<file path="src/rtl/int_res_mem_arbiter.sv">
// rtl/int_res_mem_arbiter.sv - two-requester arbiter for the 4-bank intermediate-results memory
// Decodes flat word addresses, splits double-width accesses into two bank words, fixed read latency.
module int_res_mem_arbiter #(
    parameter int NUM_BANKS = 4,
    parameter int BANK_SIZE = 14336,
    parameter int N_STO     = 15,
    localparam int BW       = $clog2(NUM_BANKS),
    localparam int AW       = $clog2(BANK_SIZE)
) (
    input  logic                             clk,
    input  logic                             rst,
    input  logic [1:0]                       req_i,
    input  logic [1:0]                       we_i,
    input  logic [1:0]                       width_i,
    input  logic [15:0]                      addr0_i,
    input  logic [15:0]                      addr1_i,
    input  logic [2*N_STO-1:0]               wdata0_i,
    input  logic [2*N_STO-1:0]               wdata1_i,
    output logic [1:0]                       gnt_o,
    output logic [1:0]                       rvalid_o,
    output logic [2*N_STO-1:0]               rdata_o,
    output logic                             err_o,
    output logic                             busy_o,
    output logic [NUM_BANKS-1:0]             bank_en_o,
    output logic                             bank_we_o,
    output logic [AW-1:0]                    bank_addr_o,
    output logic [N_STO-1:0]                 bank_wdata_o,
    input  logic [NUM_BANKS-1:0][N_STO-1:0]  bank_rdata_i
);

    typedef enum logic [1:0] {IDLE, DW_SECOND, RD_WAIT} state_t;

    localparam logic [16:0] LIMIT = 17'(NUM_BANKS * BANK_SIZE);

    function automatic logic [BW-1:0] bank_of(input logic [16:0] a);
        bank_of = '0;
        for (int i = 1; i < NUM_BANKS; i++)
            if (a >= 17'(i * BANK_SIZE)) bank_of = BW'(i);
    endfunction

    function automatic logic [AW-1:0] off_of(input logic [16:0] a, input logic [BW-1:0] b);
        return AW'(a - 17'(b) * 17'(BANK_SIZE));
    endfunction

    state_t             state;
    logic               last_gnt;
    logic               id_q, we_q, width_q, err_q;
    logic [15:0]        addr_q;
    logic [2*N_STO-1:0] wdata_q;
    logic [N_STO-1:0]   msb_q;
    logic [BW-1:0]      rd_bank_q;
    logic [2*N_STO-1:0] rdata_q;

    logic               any_req, sel, sel_we, sel_w, illegal;
    logic [15:0]        sel_addr;
    logic [2*N_STO-1:0] sel_wdata;
    logic [16:0]        issue_addr;
    logic [BW-1:0]      issue_bank;
    logic [N_STO-1:0]   rd_word;
    logic [2*N_STO-1:0] rd_val;

    always_comb begin
        any_req    = |req_i;
        // both requesting: the one not served last wins
        sel        = (&req_i) ? ~last_gnt : (req_i[1] & ~req_i[0]);
        sel_addr   = sel ? addr1_i : addr0_i;
        sel_wdata  = sel ? wdata1_i : wdata0_i;
        sel_we     = we_i[sel];
        sel_w      = width_i[sel];
        illegal    = ({1'b0, sel_addr} >= LIMIT) || (sel_w && ({1'b0, sel_addr} == LIMIT - 17'd1));
        issue_addr = (state == DW_SECOND) ? ({1'b0, addr_q} + 17'd1) : {1'b0, sel_addr};
        issue_bank = bank_of(issue_addr);
        rd_word    = bank_rdata_i[rd_bank_q];
        rd_val     = err_q   ? '0 :
                     width_q ? {msb_q, rd_word} :
                               {{N_STO{rd_word[N_STO-1]}}, rd_word};

        gnt_o        = '0;
        rvalid_o     = '0;
        rdata_o      = '0;
        err_o        = 1'b0;
        busy_o       = 1'b0;
        bank_en_o    = '0;
        bank_we_o    = 1'b0;
        bank_addr_o  = '0;
        bank_wdata_o = '0;
        if (!rst) begin
            busy_o  = (state != IDLE);
            rdata_o = rdata_q;
            case (state)
                IDLE: if (any_req) begin
                    gnt_o[sel] = 1'b1;
                    err_o      = illegal;
                    if (!illegal) begin
                        bank_en_o[issue_bank] = 1'b1;
                        bank_we_o             = sel_we;
                        bank_addr_o           = off_of(issue_addr, issue_bank);
                        bank_wdata_o          = sel_w ? sel_wdata[2*N_STO-1:N_STO] : sel_wdata[N_STO-1:0];
                    end
                end
                DW_SECOND: begin
                    bank_en_o[issue_bank] = 1'b1;
                    bank_we_o             = we_q;
                    bank_addr_o           = off_of(issue_addr, issue_bank);
                    bank_wdata_o          = wdata_q[N_STO-1:0];
                end
                RD_WAIT: begin
                    rvalid_o[id_q] = 1'b1;
                    rdata_o        = rd_val;
                end
                default: ;
            endcase
        end
    end

    always_ff @(posedge clk) begin
        if (rst) begin
            state     <= IDLE;
            last_gnt  <= 1'b1;
            id_q      <= 1'b0;
            we_q      <= 1'b0;
            width_q   <= 1'b0;
            err_q     <= 1'b0;
            addr_q    <= '0;
            wdata_q   <= '0;
            msb_q     <= '0;
            rd_bank_q <= '0;
            rdata_q   <= '0;
        end else begin
            case (state)
                IDLE: if (any_req) begin
                    id_q      <= sel;
                    we_q      <= sel_we;
                    width_q   <= sel_w;
                    addr_q    <= sel_addr;
                    wdata_q   <= sel_wdata;
                    last_gnt  <= sel;
                    err_q     <= illegal;
                    rd_bank_q <= issue_bank;
                    if (illegal)
                        state <= sel_we ? IDLE : RD_WAIT;
                    else if (sel_w)
                        state <= DW_SECOND;
                    else if (!sel_we)
                        state <= RD_WAIT;
                end
                DW_SECOND: begin
                    if (!we_q) msb_q <= rd_word;
                    rd_bank_q <= issue_bank;
                    state     <= we_q ? IDLE : RD_WAIT;
                end
                RD_WAIT: begin
                    rdata_q <= rd_val;
                    state   <= IDLE;
                end
                default: state <= IDLE;
            endcase
        end
    end

endmodule
</file>
<file path="config.mk">
export PLATFORM = sky130hd
export DESIGN_NAME = int_res_mem_arbiter
export DESIGN_NICKNAME = d
export VERILOG_FILES = /design/src/rtl/int_res_mem_arbiter.sv
export SDC_FILE = /design/constraint.sdc
export NUM_CORES = 1
export LEC_CHECK = 0
export CORE_MARGIN = 2
export CORE_UTILIZATION = 46
export DETAILED_ROUTE_END_ITERATION = 10
export DONT_BUFFER_PORTS = 1
export GPL_TIMING_DRIVEN = 0
export REMOVE_ABC_BUFFERS = 1
export SYNTH_ARGS = -nofsm -noshare
export SYNTH_HDL_FRONTEND = slang
export SYNTH_SLANG_ARGS = --single-unit
export TNS_END_PERCENT = 20
</file>
<file path="constraint.sdc">
create_clock -name clk -period 3.9 [get_ports clk]
set_input_delay 0.585 -clock clk [delete_from_list [all_inputs] [get_ports clk]]
set_output_delay 0.585 -clock clk [all_outputs]
set_load 0.005 [all_outputs]
</file>
==> results.yml, run 1 <==
status:
  status: "complete, but fails checks"
  violations: "setup timing"
critical_path:
  arrival_ns: 3.33
  worst-path-buf-inv: 2
  critPathMaxFanout: 6
  r2r_start: "rd_bank_q[0]"
  r2r_slack_ns: 1.09
  cpLargestDelayFamily: "compound AO/OA/AOI/OAI gates"
  crit_type: "flip-flop to primary output"
  cp_cell_sequence: "nand4_1 > buf_6 > nor3_1 > xnor2_1 > a21oi_1 > nand3b_1 > a22o_2 > inv_2 > ha_1 > fa_2 > xor2_1 > xnor2_1 > nor2_1"
  r2r_cells: 5
  path_common_cell: "xnor2_1"
  r2r_end: "rdata_q[24]"
  cp-end-kind: "primary output"
  start_kind: "flip-flop"
  cpPeakStageDelay_ns: 0.40
  cp_slowest_cell: "a21oi_1"
  required_ns: 3.31
cells_and_area:
  area_growth_pct: 11.62
  final_common_cell: "nand2_1"
  final_area_um2: 5948
  num_antenna_cells: 0
  multi_input_area_um2: 3530
  nets: 856
  final_cell_mix: "nand2_1 (204), dfxtp_1 (72), a21oi_1 (67)"
  nFillCells: 1115
  seqCellArea_um2: 1733
  final_layout_size_suffix_gt1_share_pct: 15.25
floorplan:
  initial_core_util_pct: 46.87
  die-area_um2: 12460
  die_h_um: 111.6
  die_w_um: 111.6
  rows: 39
  io-pin-count: 230
  core_um2: 11370
clock_tree:
  h-tree-depth: 3
  cts_hold_buf: 0
  cts_tree: "built"
  cts.sinks: 85
  cts_buffers: 9
  clk_latency_ns: 0.34
  clk_pin_slew_worst_paths_ns: 0.06
  cts_root_buf: "clkbuf_16"
  clock_path_buffers: 2
pwr:
  p_sw_share_pct: 34.30
  fin_total_pwr_uw: 2582
  switchingPower_uw: 885.6
  p_seq_share_pct: 41.4
  combPwrFrac_pct: 27.9
  ir_drop_mv: 0.2861
  leakage_uw: 0.002275
  clkPwrFrac_pct: 30.7
  powerDensity_nw_per_um2: 434.0
  p_int_uw: 1696
synthesis:
  syn_area_per_cell_um2: 7.463
  synthMuxAreaShare_pct: 9.674
  yosysSeqAreaShare_pct: 31.93
  ys.flop_type: "dfxtp_1"
  synth-compound-area-share_pct: 19.49
  synthCells: 714
  synth.distinct_cells: 60
  synth.cell_area_um2: 5329
  synth_top_family_by_area: "simple AND/OR/NAND/NOR gates"
  synth.ff_latch_count: 85
  synth-edff-count: 0
  synth-warning-count: 0
  synthArstFlopShare_pct: 0
  yosys.area_share.simple_pct: 29.68
  synthAdderAreaFrac_pct: 1.550
  synth-xor-area-share_pct: 2.465
timing:
  rsz0062_at_grt: "true"
  setup_violations: 1
  post-route-period-util_pct: 100.5
  finClkSkew_ns: 0.005593
  period_needed_ns: 3.919
  final_hold_viol_count: 0
  max_freq_mhz: 255.2
  slew_headroom_pct: 15.04
  setup_ws_ns: -0.01913
  final_max_slew_viol_count: 0
  worst_pin_slew_ns: 1.274
global_route:
  antenna_found_initial: 0
  grt_pass1_vias: 4795
  grt_pass1_wl_um: 24520
  grt_overflow: 0
  grt_max_degree: 88
  grtUsageTotal_pct: 24.52
worst_hold_path:
  holdPathStages: 1
  hold_path.class: "input port to flip-flop"
  min_from: "rst"
  holdPathEnd: "msb_q[13]"
routing:
  wl_per_cell_um: 18.76
  drtPass1Iterations: 4
  initialDrtViolationCount: 306
  drt-total-wl_um: 15720
  vias: 4939
  final_antenna_net_count: 0
  route.detailed.drc: 0
  vias_per_cell: 5.894
place:
  post_dp_cell_area_um2: 5371
  routabilityCongestion: 0.8452
  portBuffers: 0
  hpwl_um: 10920
flow_run:
  drv_cap: 0
## power groups by stage
stage               Clock [uW]  Sequential, uW  Combinational, uW
floorplan                    0            1040                524
global placement             0            1070                652
detailed placement           0            1070                677
CTS                        810            1070                703
global route               840            1080                803
finish                     792            1070                721
## metal layers
layer | vias to the layer above | track usage (%) | routed length (um)
li1 | 2430 | - | -
met1 | 2297 | 32.15 | 6891
met2 | 182 | 38.79 | 7245
met3 | 30 | 5.988 | 1167
met4 | 0 | 10.29 | 413
met5 | - | 0 | 0
## synthesized netlist by cell type (5+ instances only)
cell type	instances	area, um2
and3_1	11	68.82
mux2i_1	13	130.1
mux4_2	15	337.8
nand2b_1	19	118.9
dfxtp_1	85	1702
buf_2	6	30.03
a211oi_1	25	187.7
nor3_1	7	35.03
ha_1	5	62.56
nand3_1	23	115.1
nor2_1	69	259.0
clkbuf_1	41	153.9
a22oi_1	33	247.7
xnor2_1	7	61.31
xor2_1	8	70.07
inv_1	8	30.03
nand2_1	204	765.7
buf_1	6	22.52
a21oi_1	68	340.3
nand4_1	5	31.28
and2_1	5	31.28
## worst max path at each step
stage | startpoint | end | slack, ns | cells past startpoint
after CTS | addr_q[0] | bank_addr_o[13] | -0.002 | 13
final | addr_q[3] | bank_addr_o[13] | -0.02 | 13
after global routing | addr_q[3] | bank_addr_o[13] | -0.20 | 13
after detailed placement | req_i[1] | bank_addr_o[13] | -0.41 | 11
after floorplan | req_i[0] | bank_wdata_o[13] | -0.87 | 5
after global placement | req_i[0] | bank_wdata_o[13] | -2.63 | 5
## layout make-up
cell class,count,area share [%]
repair buffers,21,3.513
clock inverters,5,0.5890
inverters,8,0.5048
multi-input cells,565,59.34
well taps,143,3.008
clock buffers,11,3.912
flip-flops and latches,85,29.13
## logic make-up (layout without fill, tap and decap cells)
group	after synthesis	after routing
muxes	31	31
AOI/OAI and AO/OA	151	151
adders and majority gates	6	6
and+or+nand+nor	361	362
DFF	85	85
xor gates and xnor gates	15	15
buffers and inverters	65	45
## flip-flops by register name, indices dropped and copies added (netlist names)
signal	cells
wdata_q	15
we_q	1
state	2
last_gnt	1
msb_q	15
rd_bank_q	2
rdata_q	30
id_q	1
err_q	1
width_q	1
addr_q	16
## metrics by stage
step                      setup TNS, ns  hold WS [ns]  util [%]  worst slack, ns  std cells
after floorplan                  -14.68        0.4252         -          -0.8723        657
after global placement           -98.15        0.4354     46.26           -2.629        800
after detailed placement        -0.6404        0.4388     47.24          -0.4053        806
after CTS                     -0.002412        0.3026     51.10        -0.002412        829
after global routing            -0.3922        0.3023     52.32          -0.2006        838
final                          -0.01913        0.3131     52.32         -0.01913        838
## timing repair
action | CTS | global route
pin swaps | 5 | 8
resized for setup | 31 | 19
setup endpoints to repair | 17 | 22
buffers inserted | 6 | 9
gates cloned | 1 | 0
(Power assumes the default switching activity.)
==> run 2: changes to the inputs <==
--- a/config.mk
+++ b/config.mk
@@ -10,6 +10,7 @@
 export DETAILED_ROUTE_END_ITERATION = 10
 export DONT_BUFFER_PORTS = 1
 export GPL_TIMING_DRIVEN = 0
+export PLACE_DENSITY_LB_ADDON = 0.3
 export REMOVE_ABC_BUFFERS = 1
 export SYNTH_ARGS = -nofsm -noshare
 export SYNTH_HDL_FRONTEND = slang
==> results.yml, run 2 (synthesis results as in run 1) <==
timing:
  rsz0062_at_grt: "true"
  setup_violations: 0
  period_needed_ns: 3.832
  max_freq_mhz: 261.0
  worst_pin_slew_ns: 1.224
  final_max_slew_viol_count: 0
  setup_tns_ns: 0
  finClkSkew_ns: 0.004715
  slew_headroom_pct: 18.37
  final_hold_viol_count: 0
  post-route-period-util_pct: 98.26
status:
  status: "finished clean"
clock_tree:
  cts_tree: "built"
  clk_latency_ns: 0.34
  clk_pin_slew_worst_paths_ns: 0.06
  h-tree-depth: 3
  cts_buffers: 9
  clock_path_buffers: 2
  cts_hold_buf: 0
  cts.sinks: 85
  cts_root_buf: "clkbuf_16"
floorplan:
  die-area_um2: 12460
  core_um2: 11370
  die_h_um: 111.6
  initial_core_util_pct: 46.87
  io-pin-count: 230
  die_w_um: 111.6
  rows: 39
pwr:
  fin_total_pwr_uw: 2733
  ir_drop_mv: 0.2238
  powerDensity_nw_per_um2: 450.0
  leakage_uw: 0.002319
critical_path:
  start_kind: "flip-flop"
  critPathMaxFanout: 7
  arrival_ns: 3.25
  crit_type: "flip-flop to primary output"
  cp-end-kind: "primary output"
  required_ns: 3.31
cells_and_area:
  reg_top3: "rdata_q (30), addr_q (16)"
  num_antenna_cells: 0
  regMostFlops: "rdata_q"
  fin_util_pct: 53.42
  nFillCells: 1100
  area_growth_pct: 13.97
  final_cell_mix: "nand2_1 (204), dfxtp_1 (69), nor2_1 (67)"
  final_common_cell: "nand2_1"
  final_layout_size_suffix_gt1_share_pct: 16.09
  nets: 858
  largest_reg_flops: 30
routing:
  route.detailed.drc: 0
  vias_per_cell: 5.956
  initialDrtViolationCount: 251
  wl_per_cell_um: 18.66
  vias: 4997
  final_antenna_net_count: 0
  drtPass1Iterations: 5
  drt-total-wl_um: 15660
worst_hold_path:
  hold_path.class: "input port to flip-flop"
flow_run:
  drv_cap: 0
global_route:
  antenna_found_initial: 0
  grt_pass1_vias: 4838
  grt_pass1_wl_um: 24840
  grt_overflow: 0
  grt_max_degree: 88
  grtUsageTotal_pct: 24.71
place:
  hpwl_um: 10800
  routabilityCongestion: 0.8961
  portBuffers: 0
-- run 2: repair_timing --
| action | in CTS | in global routing |
|---|---|---|
| pin swaps | 12 | 10 |
| setup endpoints to repair | 18 | 10 |
| cloned | 2 | 0 |
| setup buffers | 13 | 2 |
| resized for setup | 48 | 11 |
-- run 2: worst paths after layout --
path,start,end,slack (ns),cells past startpoint
worst min register to register,wdata_q[0],wdata_q[0],0.45,2
worst min-delay path,rst,addr_q[5],0.30,1
worst max-delay path,addr_q[9],bank_addr_o[13],0.07,12
worst max register to register,state[1],rdata_q[14],1.05,4
-- run 2: power by group --
part	internal [uW]	switching (uW)
Sequential	961	110
Combinational	319	425
Clock	561	357
-- run 2: per-layer routing --
metal	GRT usage, %	vias to the layer above	wire (um)
li1	-	2433	-
met1	30.49	2316	6456
met2	42.30	225	7593
met3	6.532	23	1338
met4	7.654	0	267
met5	0	-	0
-- run 2: final cells by class --
class | count | area (um2) | area share, %
flip-flops and latches | 85 | 1744 | 28.72
clock inverters | 5 | 86.33 | 1.422
multi-input cells | 566 | 3572 | 58.82
inverters | 8 | 30.03 | 0.4944
repair buffers | 22 | 232.7 | 3.832
well taps | 143 | 178.9 | 2.946
clock buffers | 10 | 229.0 | 3.770
-- run 2: critical path: stages (launching register included) --
cell,delay [ns]
dfxtp_4,0.38
nand4_4,0.20
or3_4,0.44
o221a_4,0.31
nor2_2,0.13
nand3b_1,0.08
a22o_2,0.26
inv_2,0.07
ha_1,0.23
fa_2,0.36
xor2_2,0.17
xnor2_1,0.14
nor2_1,0.12
-- run 2: stage by stage --
stage	hold WS (ns)	std cells	cell area, um2	setup slack [ns]
CTS	0.2985	837	6017	0.001070
global placement	0.4343	800	5260	-2.636
global route	0.2968	839	6073	-0.06918
detailed placement	0.4427	807	5399	-0.5432
floorplan	0.4252	657	5081	-0.8723
finish	0.3048	839	6073	0.06805
